<file path="config.mk">
export PLATFORM = sky130hd
export DESIGN_NAME = fifo_syn
export DESIGN_NICKNAME = d
export VERILOG_FILES = /design/src/rtl/fifo_syn.sv
export SDC_FILE = /design/constraint.sdc
export NUM_CORES = 1
export LEC_CHECK = 0
export BUFFER_PORTS_ARGS = -buffer_cell sky130_fd_sc_hd__buf_2
export CORE_UTILIZATION = 35
export CTS_BUF_LIST = sky130_fd_sc_hd__clkbuf_2
export CTS_CLUSTER_SIZE = 16
export DETAILED_ROUTE_END_ITERATION = 7
export MAX_ROUTING_LAYER = met4
export PLACE_DENSITY_LB_ADDON = 0.15
export SYNTH_ARGS = -nofsm -noshare
export SYNTH_HDL_FRONTEND = slang
export SYNTH_SLANG_ARGS = --single-unit
export TNS_END_PERCENT = 50
</file>
<file path="constraint.sdc">
create_clock -name clk -period 2.7 [get_ports clk]
set_clock_uncertainty 0.15 [all_clocks]
set_input_delay 0.135 -clock clk [delete_from_list [all_inputs] [get_ports clk]]
set_output_delay 0.135 -clock clk [all_outputs]
set_load 0.01 [all_outputs]
</file>
<file path="src/rtl/fifo_syn.sv">
// Single-clock synchronous FIFO with occupancy count, almost-full/empty thresholds and sticky error flags.
// Define FIFO_SYN_FWFT_EN for first-word-fall-through reads; otherwise rd_data is registered on each accepted read.
module fifo_syn #(
  parameter int DATA_WIDTH = 8,
  parameter int DEPTH      = 16,
  parameter int AF_THRESH  = DEPTH - 2,
  parameter int AE_THRESH  = 2
) (
  input  logic                      clk,
  input  logic                      rst,
  input  logic                      clr,
  input  logic                      wr_en,
  input  logic [DATA_WIDTH-1:0]     wr_data,
  output logic                      wr_full,
  output logic                      wr_almost_full,
  input  logic                      rd_en,
  output logic [DATA_WIDTH-1:0]     rd_data,
  output logic                      rd_empty,
  output logic                      rd_almost_empty,
  output logic [$clog2(DEPTH):0]    count,
  output logic                      overflow,
  output logic                      underflow
);

  localparam int AW = $clog2(DEPTH);
  localparam int CW = AW + 1;

  logic [DATA_WIDTH-1:0] mem [DEPTH];
  logic [AW-1:0]         wr_ptr;
  logic [AW-1:0]         rd_ptr;
  logic                  wa;
  logic                  ra;

  // Flags depend only on the registered count, so requests never reach them combinationally.
  assign wr_full         = (count == CW'(DEPTH));
  assign wr_almost_full  = (count >= CW'(AF_THRESH));
  assign rd_empty        = (count == '0);
  assign rd_almost_empty = (count <= CW'(AE_THRESH));

  assign wa = wr_en & ~wr_full;
  assign ra = rd_en & ~rd_empty;

  always_ff @(posedge clk) begin
    if (wa) mem[wr_ptr] <= wr_data;
  end

  always_ff @(posedge clk or posedge rst) begin
    if (rst) begin
      wr_ptr <= '0;
      rd_ptr <= '0;
      count  <= '0;
    end else begin
      if (wa) wr_ptr <= wr_ptr + AW'(1);
      if (ra) rd_ptr <= rd_ptr + AW'(1);
      case ({wa, ra})
        2'b10:   count <= count + CW'(1);
        2'b01:   count <= count - CW'(1);
        default: count <= count;
      endcase
    end
  end

  // A fresh error in the same cycle as clr wins, so no event is lost.
  always_ff @(posedge clk or posedge rst) begin
    if (rst) begin
      overflow  <= 1'b0;
      underflow <= 1'b0;
    end else begin
      if (wr_en & wr_full) overflow <= 1'b1;
      else if (clr)        overflow <= 1'b0;
      if (rd_en & rd_empty) underflow <= 1'b1;
      else if (clr)         underflow <= 1'b0;
    end
  end

`ifdef FIFO_SYN_FWFT_EN
  assign rd_data = mem[rd_ptr];
`else
  always_ff @(posedge clk or posedge rst) begin
    if (rst)     rd_data <= '0;
    else if (ra) rd_data <= mem[rd_ptr];
  end
`endif

endmodule

</file>
After elaboration in Yosys (flattened, before gate mapping)
Memories as Yosys holds them, arrays and structs flattened. A register that Yosys moved wholly into a read port is not among the register bits.
Cells that the tools add are included.
{"block": "op_classes", "magnitude_cmp": 2, "shifts": 0, "eq_ne": 3, "n_bitwise": 6, "n_reduce_logical": 4, "n_mux": 6, "n_div": 0, "add_sub_neg": 4, "mul": 0}
{"operator": "one-hot mux 5 bit (2 select lines)", "count": 1}
{"operator": "adder 4 x 1 -> 4 bit (second input constant)", "count": 2}
{"operator": "nonzero test 2 bit", "count": 3}
{"operator": "adder 5 x 1 -> 5 bit (second input constant)", "count": 1}
{"operator": "equality test 5 bit (second input constant)", "count": 1}
{"operator": "greater-or-equal comparator 5 x 4 -> 1 bit (second input constant)", "count": 1}
{"operator": "<= comparator 5 x 2 -> 1 bit (second input constant)", "count": 1}
{"operator": "zero test 5 bit", "count": 1}
{"operator": "2-to-1 mux 1 bit", "count": 5}
{"operator": "subtractor 5 x 1 -> 5 bit (second input constant)", "count": 1}
{"operator": "bitwise AND 1 bit", "count": 4}
{"operator": "equality test 2 x 1 -> 1 bit (second input constant)", "count": 1}
{"operator": "equality test 2 bit (second input constant)", "count": 1}
{"operator": "inverter 1 bit", "count": 2}
{"block": "totals", "regBits": 15, "rom_bits": 0, "memories": 1, "input_bits": 13, "latchBits": 0, "ramBits": 128, "output_inout_bits": 19}
{"name": "mem", "depth": 16, "word_bits": 8, "read_ports": 1, "rd_ports_with_merged_regs": 1, "wr": 1, "line_no": "28", "rtl": "logic [DATA_WIDTH-1:0] mem [DEPTH];"}

Longest topological paths before layout
Gate-level depths: netlist (run 1).
{"block": "logic_depth", "depth_word": 5, "depth_mapped": 12, "mapped_depth_nobuf": 10}

Worst setup path before layout (run 1)
OpenSTA, ideal clock, no wires.
{"block": "synth_path", "path_kind": "reg-to-reg", "from": "reg count[0]", "to": "reg count[4]", "setup_slack_ns": -0.162, "arrival_ns": 2.579, "n_path_buf": 1, "t_required_ns": 2.417, "path_stages_with_launch": 12, "setup_time_ns": 0.133, "synth_period_minus_slack_ns": 2.862, "cell_sequence": "dfrtp_1 > or4_4 > o21ai_2 > inv_2 > ha_1 > clkbuf_1 > xor2_1 > ha_1 > o211a_1 > o31ai_1 > a31oi_1 > xor2_1"}
{"block": "synth_via", "elab_chain_len": 5, "word_cells_on_any_way": 12, "cone_classes": "add/sub (2); eq/ne (3); mux (1); bitwise (4); reduce/logical (2)"}
{"item": "from (decl)", "line_no": "20", "rtl": "output logic [$clog2(DEPTH):0] count,"}
{"item": "from (signal assigned)", "line_no": "56", "rtl": "2'b10: count <= count + CW'(1);"}
{"item": "from (signal assigned)", "line_no": "57", "rtl": "2'b01: count <= count - CW'(1);"}
{"item": "from (signal assigned)", "line_no": "58", "rtl": "default: count <= count;"}
{"item": "zero test 5 bit (*)", "line_no": "37", "rtl": "assign rd_empty = (count == '0);"}
{"item": "inverter 1 bit (*)", "line_no": "41", "rtl": "assign ra = rd_en & ~rd_empty;"}
{"item": "bitwise AND 1 bit (*)", "line_no": "41"}
{"item": "named net ra", "line_no": "32", "rtl": "logic ra;"}
{"item": "equality test 2 x 1 -> 1 bit or equality test 2 bit (tied branches)", "line_no": "55", "rtl": "case ({wa, ra})"}
{"item": "one-hot mux 5 bit (2 select lines) or nonzero test 2 bit (tied branches)"}
Mark *: on every way through the listed nets, which the timed path passes. The rest lies on a longest branch.
A chain may end at the register's enable or synchronous reset.

Final worst setup path (run 1)
{"block": "layout_path", "from": "reg count[3]", "to": "reg count[4]"}
Same word-level chain as after synthesis.

==> summary.md, run 1 <==
| Metric | Value |
|---|---|
| CP required | `3.13 ns` |
| Seq pwr share | `0.468` |
| Placement row count | `47` |
| Residual DRC | `0` |
| Hold Violations, Final | `0` |
| Clock share of power | `0.201` |
| Fill cells | `1511` |
| Clk slew on worst S/H paths | `0.20 ns` |
| Wire per inst | `between 15 and 20 µm` |
| Critical path endpoint | `count[4]$_DFFE_PP0P_` |
| Routed wire length | `12.4 mm` |
| Mapped cell area | `6090 µm²` |
| GRT Total Usage | `0.156` |
| Syn Nets | `346` |
| Core Region | `16800 µm²` |
| Post-Place Worst Slack | `-0.00497 ns` |
| Crit path time final | `2.63 ns` |
| Fraction of layout instances using a drive strength above 1 | `0.312` |
| Fmax | `between 300 and 400 MHz` |
| Reg2Reg Capture Point | `count[4]$_DFFE_PP0P_` |
| Netlist cell types | `41` |
| Final period utilization | `0.976` |
| Synth Flop Type | `edfxtp_1` |
| Final worst slack | `0.0652 ns` |
| DP Area | `6580 µm²` |
| Hold Path Class | `input pin to flip-flop` |
| Net Switching | `~2200 µW` |
| Crit path DAT | `3.06 ns` |
| Initial antenna violation count | `0` |
| Router iterations before antenna repair | `4` |
| Final TNS setup | `0 ns` |
| # setup viols final | `0` |
| Detailed Route Iter0 Violations | `156` |
| Die area | `17900 µm²` |
| Sequential share of the synthesized area | `0.726` |
| Max Root-Sink Buffers | `2` |
| Internal power | `around 4500 µW` |
| Finished Layout Cells | `around 620` |
| Worst-Skew Late Latency | `around 0.70 ns` |
| Global route overflow | `0` |
| Num ports | `32` |
| Post-synth EDFFs | `128` |
| Synth Register Bits | `151` |
| Synth-to-Final Area Change | `16.1%` |
| Top cell type's share of synthesized area | `0.631` |
| Area contributors post-synth | `edfxtp_1 63%, mux4_2 12%, dfrtp_1 9.5%` |
| PwrDens | `953 nW/µm²` |
| Leading area contributor after synthesis | `edfxtp_1` |
| Critical Path Start Type | `flip-flop` |
| Setup slack, reg-to-reg | `0.07 ns` |
| CTS tree | `built` |
| Cell area after layout | `7070 µm²` |
| Leak | `0.00248 µW` |
| Worst-margin pin slew | `1.00 ns` |
| Vias in the first global route | `3337` |
| Setup crit end kind | `flip-flop` |
| Crit path launch | `count[3]$_DFFE_PP0P_` |
| Switching portion of total power | `0.330` |
| Most frequent cell after synthesis | `edfxtp_1` |
| GP Congestion | `between 0.7 and 0.8` |
| Chip width | `between 100 and 150 µm` |
| Critical path class | `flip-flop to flip-flop` |
| Relative slew slack | `0.330` |
| Final antenna-violating net count | `0` |
| CTS H-Tree Depth | `4` |
| Peak VDD IR | `437 µV` |
| Sink Count | `151` |
| R2R depth | `10` |
| Root buf cell | `clkbuf_2` |
| Post-Syn Instances | `324` |
| Synth Warn # | `0` |
| Critical Path Fanout Max | `5` |
| Vias per cell | `roughly 5` |
| ANT cells | `0` |
| Combinational power share | `0.331` |
| Max Slew Vio Count | `0` |
| Final #Nets | `413` |
| Port buffer count | `31` |
| Placed cells | `572` |
| Vias | `3112` |
| Global-route wire length before repair | `19.5 mm` |
| RR Startpoint | `count[3]$_DFFE_PP0P_` |
| Outcome | `finished, final reports clean` |
| Detailed Place HPWL | `approximately 8 mm` |
| FFs w/ async S/R, synth | `0.152` |
| Initial Utilization | `0.363` |
| Num CTS Buffers | `17` |
| Largest net degree at the start of global routing | `34` |
| Commonest cells post-synth | `128 x edfxtp_1, 32 x mux4_2, 23 x dfrtp_1` |
| Max Cap Viol | `0` |
| Chip Height | `134 µm` |
| Syn_area_per_cell | `18.8 µm²` |
| Fin util | `0.422` |
[logic make-up after synthesis]
logic type | share of synthesized area
flops | 0.726
xor+xnor | 0.0144
buf+inv | 0.0210
simple gates | 0.0407
mux | 0.147
fa+ha+maj | 0.0185
compound gates | 0.0329
[cells in the final DEF, fill, tap and decap left out, types with 4 or more instances in the layout]
cell / synthesis / routed
dlygate4sd3_1: 0 / 16
xnor2_1: 6 / 6
ha_1: 9 / 7
nand2_1: 21 / 21
nor3_1: 4 / 4
inv_1: 6 / 6
mux4_2: 32 / 32
mux2i_1: 16 / 16
edfxtp_1: 128 / 128
o221ai_1: 8 / 8
dfrtp_1: 23 / 21
nor2_1: 15 / 15
buf_2: 9 / 31
buf_4: 3 / 17
xor2_1: 4 / 4
clkbuf_2: 0 / 18
o21ai_0: 4 / 4
[layout make-up]
cell class,instances,area [µm²],area share
flip-flops and latches,151,4420,0.626
multi-input cells,147,1580,0.223
repair buffers,67,503,0.0712
inverters,7,26.3,0.00372
clock buffers,18,90.1,0.0128
clock inverters,14,171,0.0243
well taps,220,275,0.0390
[layer usage]
layer  up-vias  wire (µm)  track usage
met5         -          0            -
met1      1622       5720        0.196
met4         0        140       0.0492
met3        11        435       0.0416
met2        60       6130        0.248
li1       1419          -            -
[repair_timing]
action / CTS / global route
endpoints found under the hold margin: 172 / 0
setup endpoints to repair: 1 / 2
gates resized for setup: 1 / 3
cloned: 0 / 0
buffers inserted: 0 / 4
pin swaps: 0 / 2
hold buffers: 16 / 0
[power by group through the flow]
stage / clock network (µW) / registers [µW] / logic [µW]
2_1_floorplan: 0 / 3100 / 1540
3_3_place_gp: 0 / 3190 / 2180
3_5_place_dp: 0 / 3210 / 2200
4_1_cts: 1400 / 3160 / 2230
5_1_grt: 1480 / 3200 / 2450
6_report: 1350 / 3150 / 2230
[metrics by stage]
step,hold slack [ns],total power [µW]
after CTS,0.0535,6780
after floorplan,-0.0131,4640
final,0.153,6730
after global routing,0.0986,7130
after detailed placement,0.230,5410
after global placement,0.235,5380
[state kept, by name, indices dropped and copies added (netlist names)]
signal and flops:
mem 128, wr_ptr 4, count 5, rd_data 8, overflow 1, rd_ptr 4
underflow 1
[worst min path at each step]
stage	startpoint	end	slack, ns	depth (start not counted)
global route	clr	overflow$_DFFE_PP0P_	0.1	4
finish	clr	overflow$_DFFE_PP0P_	0.15	4
detailed placement	wr_en	overflow$_DFFE_PP0P_	0.23	2
CTS	clr	underflow$_DFFE_PP0P_	0.05	4
global placement	wr_en	overflow$_DFFE_PP0P_	0.23	2
floorplan	rst	count[1]$_DFFE_PP0P_	-0.01	1
[worst max-delay path, cell delays in order (launching register included)]
cell,delay [ns]
dfrtp_1,0.42
or4_4,0.56
o21ai_4,0.16
inv_2,0.07
ha_4,0.18
xor2_1,0.15
ha_2,0.19
o211a_1,0.23
o31ai_1,0.20
a31oi_1,0.08
xor2_1,0.15
Note: power is estimated with default switching activity, not from simulation.
==> inputs of run 2 (changes only) <==
--- a/config.mk
+++ b/config.mk
@@ -7,5 +7,5 @@
 export LEC_CHECK = 0
 export BUFFER_PORTS_ARGS = -buffer_cell sky130_fd_sc_hd__buf_2
-export CORE_UTILIZATION = 35
+export CORE_UTILIZATION = 57
 export CTS_BUF_LIST = sky130_fd_sc_hd__clkbuf_2
 export CTS_CLUSTER_SIZE = 16
==> constraint.sdc (replaced) <==
create_clock -name clk -period 2.7 [get_ports clk]
set_clock_uncertainty 0.15 [all_clocks]
set_input_delay 0.27 -clock clk [delete_from_list [all_inputs] [get_ports clk]]
set_output_delay 0.27 -clock clk [all_outputs]
set_load 0.01 [all_outputs]
==> summary.md, run 2 (synthesis results as in run 1) <==
| Metric | Value |
|---|---|
| Fmax | `380 MHz (+0.15%)` |
| Critical Path Fanout Max | `7 (+2)` |
| DP Area | `6450 µm² (-2.0%)` |
| Final antenna-violating net count | `0 (unchanged)` |
| Max Slew Vio Count | `0 (unchanged)` |
| Global-route wire length before repair | `17.5 mm (-10%)` |
| Clk slew on worst S/H paths | `0.21 ns (about the same)` |
| Hold Violations, Final | `0 (unchanged)` |
| Most flop-heavy register | `mem` |
| Max Root-Sink Buffers | `2 (unchanged)` |
| Postcts setup bufs | `0 (unchanged)` |
| Hold Path Class | `input pin to async pin` |
| Detailed Place HPWL | `6.85 mm (-12%)` |
| Initial antenna violation count | `1 (+1)` |
| Combinational power share | `0.319 (-0.012)` |
| Detailed Route Iter0 Violations | `178 (+14%)` |
| Fin util | `0.665 (+0.243)` |
| Die area | `11100 µm² (-38%)` |
| Most common cell after layout, fill and taps aside | `edfxtp_1` |
| Outcome | `finished, final reports clean` |
| GP Congestion | `0.786 (+8.5%)` |
| Setup crit end kind | `flip-flop` |
| PwrDens | `964 nW/µm² (+1.1%)` |
| Largest register FFs | `128 (unchanged)` |
| Chip Height | `105 µm (-21%)` |
| Largest net degree at the start of global routing | `35 (+2.9%)` |
| Wire per inst | `20.8 µm (+4.6%)` |
| Final #Nets | `404 (-2.2%)` |
| Critical path class | `flip-flop to flip-flop` |
| Port buffer count | `31 (unchanged)` |
| Top Registers | `mem: 128 flops, rd_data: 8 flops, count: 5 flops` |
| Critical Path Start Type | `flip-flop` |
| CP required | `3.13 ns (about the same)` |
| Router iterations before antenna repair | `4 (unchanged)` |
| Internal power | `4520 µW (+0.18%)` |
| Worst-Skew Late Latency | `0.68 ns (-0.02 ns)` |
| Hold slack final | `0.151 ns (-0.00290 ns)` |
| Crit path time final | `2.63 ns (-0.00386 ns)` |
| Root buf cell | `clkbuf_2` |
| Cell area after layout | `6860 µm² (-2.9%)` |
| Switching portion of total power | `0.317 (-0.0134)` |
| Finished Layout Cells | `531 (-15%)` |
| GRT Total Usage | `0.232 (+0.0752)` |
| CTS H-Tree Depth | `4 (unchanged)` |
| Relative slew slack | `0.322 (-0.00809)` |
| Leak | `0.00243 µW (-2.0%)` |
| Final period utilization | `0.974 (-0.00143)` |
| Post-Place Worst Slack | `0.0934 ns (+0.0983 ns)` |
| RSZ-0062 raised after global routing | `yes` |
| Max Cap Viol | `0 (unchanged)` |
| Fraction of layout instances using a drive strength above 1 | `0.305 (-0.00731)` |
| CTS tree | `built` |
| Residual DRC | `0 (unchanged)` |
| Net Switching | `2100 µW (-5.8%)` |
| Seq pwr share | `0.471 (+0.003)` |
| Peak VDD IR | `754 µV (+72%)` |
| Crit path DAT | `3.06 ns (about the same)` |
| Worst-margin pin slew | `1.01 ns (+0.0121 ns)` |
| Sink Count | `151 (unchanged)` |
| Placement row count | `37 (-21%)` |
| Vias | `3046 (-2.1%)` |
| Core Region | `10300 µm² (-38%)` |
| Synth-to-Final Area Change | `12.7%` |
| Num CTS Buffers | `17 (unchanged)` |
| Vias in the first global route | `3115 (-6.7%)` |
| Vias per cell | `5.74 (+15%)` |
| # setup viols final | `0 (unchanged)` |
| Num ports | `32 (unchanged)` |
| Initial Utilization | `0.590 (+0.226)` |
| Routed wire length | `11.1 mm (-11%)` |
| Clock share of power | `0.209 (+0.008)` |
| Final worst slack | `0.0691 ns (+0.00386 ns)` |
| Leading cell types in the layout, fill and taps excluded | `128 x edfxtp_1, 32 x mux4_2, 31 x buf_2, 21 x nand2_1, 21 x dfrtp_1` |
| Chip width | `105 µm (-21%)` |
| Global route overflow | `0 (unchanged)` |
| Placed cells | `486 (-15%)` |
## run 2: through the flow
step | power (µW) | setup TNS, ns
finish | 6610 | 0
global route | 6970 | -0.0227
CTS | 6680 | 0
detailed placement | 5290 | 0
global placement | 5250 | 0
floorplan | 4640 | -0.0113
## run 2: worst max-delay path, cell delays in order (launching register included)
cell     delay (ns)
dfrtp_2        0.50
or4_4          0.50
o21ai_2        0.19
inv_2          0.05
ha_2           0.19
xor2_1         0.14
ha_2           0.18
o211a_1        0.22
o31ai_1        0.19
a31oi_1        0.07
xor2_1         0.14
## run 2: final timing paths
check,cells past startpoint,startpoint,slack (ns),to
min reg2reg,2,rd_data[7]$_DFFE_PP0P_,0.37,rd_data[7]$_DFFE_PP0P_
min,3,rst,0.15,rd_data[0]$_DFFE_PP0P_
max in group asynchronous,3,rst,1.62,count[0]$_DFFE_PP0P_
min in group clk,4,clr,0.31,overflow$_DFFE_PP0P_
max reg2reg,10,count[0]$_DFFE_PP0P_,0.07,count[4]$_DFFE_PP0P_
max,10,count[0]$_DFFE_PP0P_,0.07,count[4]$_DFFE_PP0P_
## run 2: layout make-up
cell class                 instances  area [µm²]
antenna                            1        2.50
clock buffer                      19        95.1
clock inverter                    12         178
fill                             710        3460
inverter                           7        26.3
multi-input combinational        147        1550
sequential                       151        4420
tap                              136         170
timing repair buffer              58         415
## run 2: power by group through the flow
| stage | registers, µW | logic [µW] | clock network (µW) |
|---|---|---|---|
| floorplan | 3100 | 1540 | 0 |
| global placement | 3160 | 2090 | 0 |
| detailed placement | 3170 | 2120 | 0 |
| CTS | 3120 | 2140 | 1420 |
| global route | 3150 | 2310 | 1510 |
| finish | 3120 | 2110 | 1380 |
## run 2: routing by layer
metal | wire length (µm) | track usage
met5 | 0 | -
met4 | 127 | 0.0986
met3 | 651 | 0.0526
met2 | 5710 | 0.359
met1 | 4580 | 0.299
## run 2: what timing repair did
action | in CTS | in global routing
setup endpoints to repair | 0 | 3
gates resized for setup | 0 | 1
hold buffers | 13 | 0
endpoints found under the hold margin | 168 | 0
==> inputs of run 3 (changes only) <==
PLACE_DENSITY = 0.89   (was unset)
PLACE_DENSITY_LB_ADDON = unset   (was 0.15)
==> summary.md, run 3 (synthesis results as in run 1) <==
| Metric | Value |
|---|---|
| Final #Nets | `411 (+1.7%)` |
| Router iterations before antenna repair | `5 (+1)` |
| Peak VDD IR | `622 µV (-17%)` |
| Crit path time final | `2.69 ns (+0.0622 ns)` |
| Leading cell types in the layout, fill and taps excluded | `128 x edfxtp_1, 32 x mux4_2, 31 x buf_2, 21 x nand2_1, 21 x dfrtp_1` |
| Max Slew Vio Count | `0 (unchanged)` |
| Die area | `11100 µm² (unchanged)` |
| Leak | `0.00245 µW (+0.53%)` |
| GRT Total Usage | `0.242 (+0.0103)` |
| Area of the multi-input gates | `1580 µm² (+1.8%)` |
| Chip width | `105 µm (unchanged)` |
| RSZ-0062 raised after global routing | `yes` |
| Max Root-Sink Buffers | `2 (unchanged)` |
| Most flop-heavy register | `mem` |
| Outcome | `finished, final reports clean` |
| Num ports | `32 (unchanged)` |
| Top Registers | `mem: 128 flops, rd_data: 8 flops, count: 5 flops` |
| Port buffer count | `31 (unchanged)` |
| # setup viols final | `0 (unchanged)` |
| Total Power | `6570 µW (-0.59%)` |
| Initial antenna violation count | `0 (-1)` |
| Reg2Reg Capture Point | `count[4]$_DFFE_PP0P_` |
| Clk slew on worst S/H paths | `0.24 ns (+0.03 ns)` |
| Worst-margin pin slew | `0.937 ns (-0.0766 ns)` |
| ANT cells | `0 (-1)` |
| Largest register FFs | `128 (unchanged)` |
| Hold slack final | `0.277 ns (+0.127 ns)` |
| HP Start | `clr` |
| Worst-Skew Late Latency | `0.70 ns (+0.02 ns)` |
| Largest net degree at the start of global routing | `21 (-40%)` |
| Hold Violations, Final | `0 (unchanged)` |
| Sink Count | `151 (unchanged)` |
| Final period utilization | `0.997 (+0.0230)` |
| Vias | `3212 (+5.4%)` |
| Global route overflow | `0 (unchanged)` |
| R2R depth | `10 (unchanged)` |
| Hold path depth | `4` |
| CTS tree | `built` |
| DP Area | `6490 µm² (+0.70%)` |
| Synth-to-Final Area Change | `13.3%` |
| Placement row count | `37 (unchanged)` |
| Register area | `4420 µm² (unchanged)` |
| RR Startpoint | `count[2]$_DFFE_PP0P_` |
| Num CTS Buffers | `17 (unchanged)` |
| Setup crit end kind | `flip-flop` |
| Routed wire length | `11.8 mm (+7.0%)` |
| Vias in the first global route | `3414 (+9.6%)` |
| Most common cell after layout, fill and taps aside | `edfxtp_1` |
| Initial Utilization | `0.590 (unchanged)` |
| Wire per inst | `22.0 µm (+5.6%)` |
| Global-route wire length before repair | `18.5 mm (+6.2%)` |
| Critical Path Fanout Max | `9 (+2)` |
| Crit path DAT | `3.17 ns (+0.11 ns)` |
| Core Region | `10300 µm² (unchanged)` |
| Hold Path Class | `input pin to flip-flop` |
| Critical path class | `flip-flop to flip-flop` |
| PwrDens | `953 nW/µm² (-1.1%)` |
| Critical Path Start Type | `flip-flop` |
| Postcts setup bufs | `0 (unchanged)` |
| Crit-path cells | `or4_4, o21ai_4, inv_2, ha_4, xor2_1, ha_2, o211a_1, o31ai_2, a31oi_1, xor2_1` |
| CP required | `3.18 ns (+0.05 ns)` |
| Fmax | `371 MHz (-2.3%)` |
| Crit path launch | `count[2]$_DFFE_PP0P_` |
| Final TNS setup | `0 ns (unchanged)` |
| Final worst slack | `0.00695 ns (-0.0622 ns)` |
| Critical Path Max Stage Delay | `0.56 ns (+0.06 ns)` |
| Detailed Place HPWL | `7.85 mm (+14%)` |
| Critical path endpoint | `count[4]$_DFFE_PP0P_` |
| Fill cells | `656 (-7.6%)` |
| CTS H-Tree Depth | `4 (unchanged)` |
| Cell area after layout | `6900 µm² (+0.51%)` |
| Setup slack, reg-to-reg | `0.007 ns (-0.06 ns)` |
| Max Cap Viol | `0 (unchanged)` |
| Detailed Route Iter0 Violations | `379 (+110%)` |
| Fraction of layout instances using a drive strength above 1 | `0.321 (+0.0163)` |
| Worst path most repeated cell | `xor2_1` |
| GP Congestion | `0.842 (+7.1%)` |
| Residual DRC | `0 (unchanged)` |
| Post-Place Worst Slack | `-0.0427 ns (-0.136 ns)` |
| Root buf cell | `clkbuf_2` |
| Chip Height | `105 µm (unchanged)` |
| CP max-delay cell | `or4_4` |
| Final antenna-violating net count | `0 (unchanged)` |
| Vias per cell | `5.97 (+4.1%)` |
| Relative slew slack | `0.373 (+0.0513)` |
run 3: what timing repair did:
| action | 4_1_cts | 5_1_grt |
|---|---|---|
| endpoints found under the hold margin | 167 | 0 |
| setup endpoints to repair | 1 | 3 |
| gates cloned | 0 | 0 |
| pin swaps | 1 | 0 |
| gates resized for setup | 3 | 1 |
| hold buffers | 14 | 0 |
run 3: worst min-delay path by stage:
stage | end | slack [ns]
floorplan | count[1]$_DFFE_PP0P_ | 0.12
finish | overflow$_DFFE_PP0P_ | 0.28
CTS | underflow$_DFFE_PP0P_ | 0.24
global placement | rd_data[6]$_DFFE_PP0P_ | 0.20
detailed placement | overflow$_DFFE_PP0P_ | 0.22
global route | mem[10][6]$_DFFE_PP_ | 0.26
run 3: routing by layer:
| metal | share of wire | wire, µm | global-route usage |
|---|---|---|---|
| met1 | 0.39 | 4640 | 0.302 |
| met2 | 0.51 | 6000 | 0.387 |
| met3 | 0.085 | 1010 | 0.0464 |
| met4 | 0.016 | 194 | 0.115 |
| met5 | 0 | 0 | - |
run 3: per-stage QoR:
| step | instances | utilization |
|---|---|---|
| after floorplan | 324 | - |
| after global placement | 492 | 0.629 |
| after detailed placement | 492 | 0.629 |
| after CTS | 538 | 0.667 |
| after global routing | 538 | 0.668 |
| final | 538 | 0.668 |
run 3: worst max-delay path: cells and delay by family (launching register included):
family                     cells  cell delay (ns)
AOI/OAI and AO/OA              4             0.69
and+or+nand+nor                1             0.56
DFF                            1             0.45
adders and majority gates      2             0.38
xor gates and xnor gates       2             0.30
buffers and inverters          1             0.07
run 3: report_power, final:
group          internal, µW  switching [µW]
combinational          1080            1110
sequential             2890             290
clock                   354             844
run 3: layout make-up:
type	instances	share of cell area
clock buffer	17	0.0123
clock inverter	15	0.0207
inverter	7	0.00381
multi-input combinational	147	0.229
sequential	151	0.641
tap	136	0.0247
timing repair buffer	65	0.0682
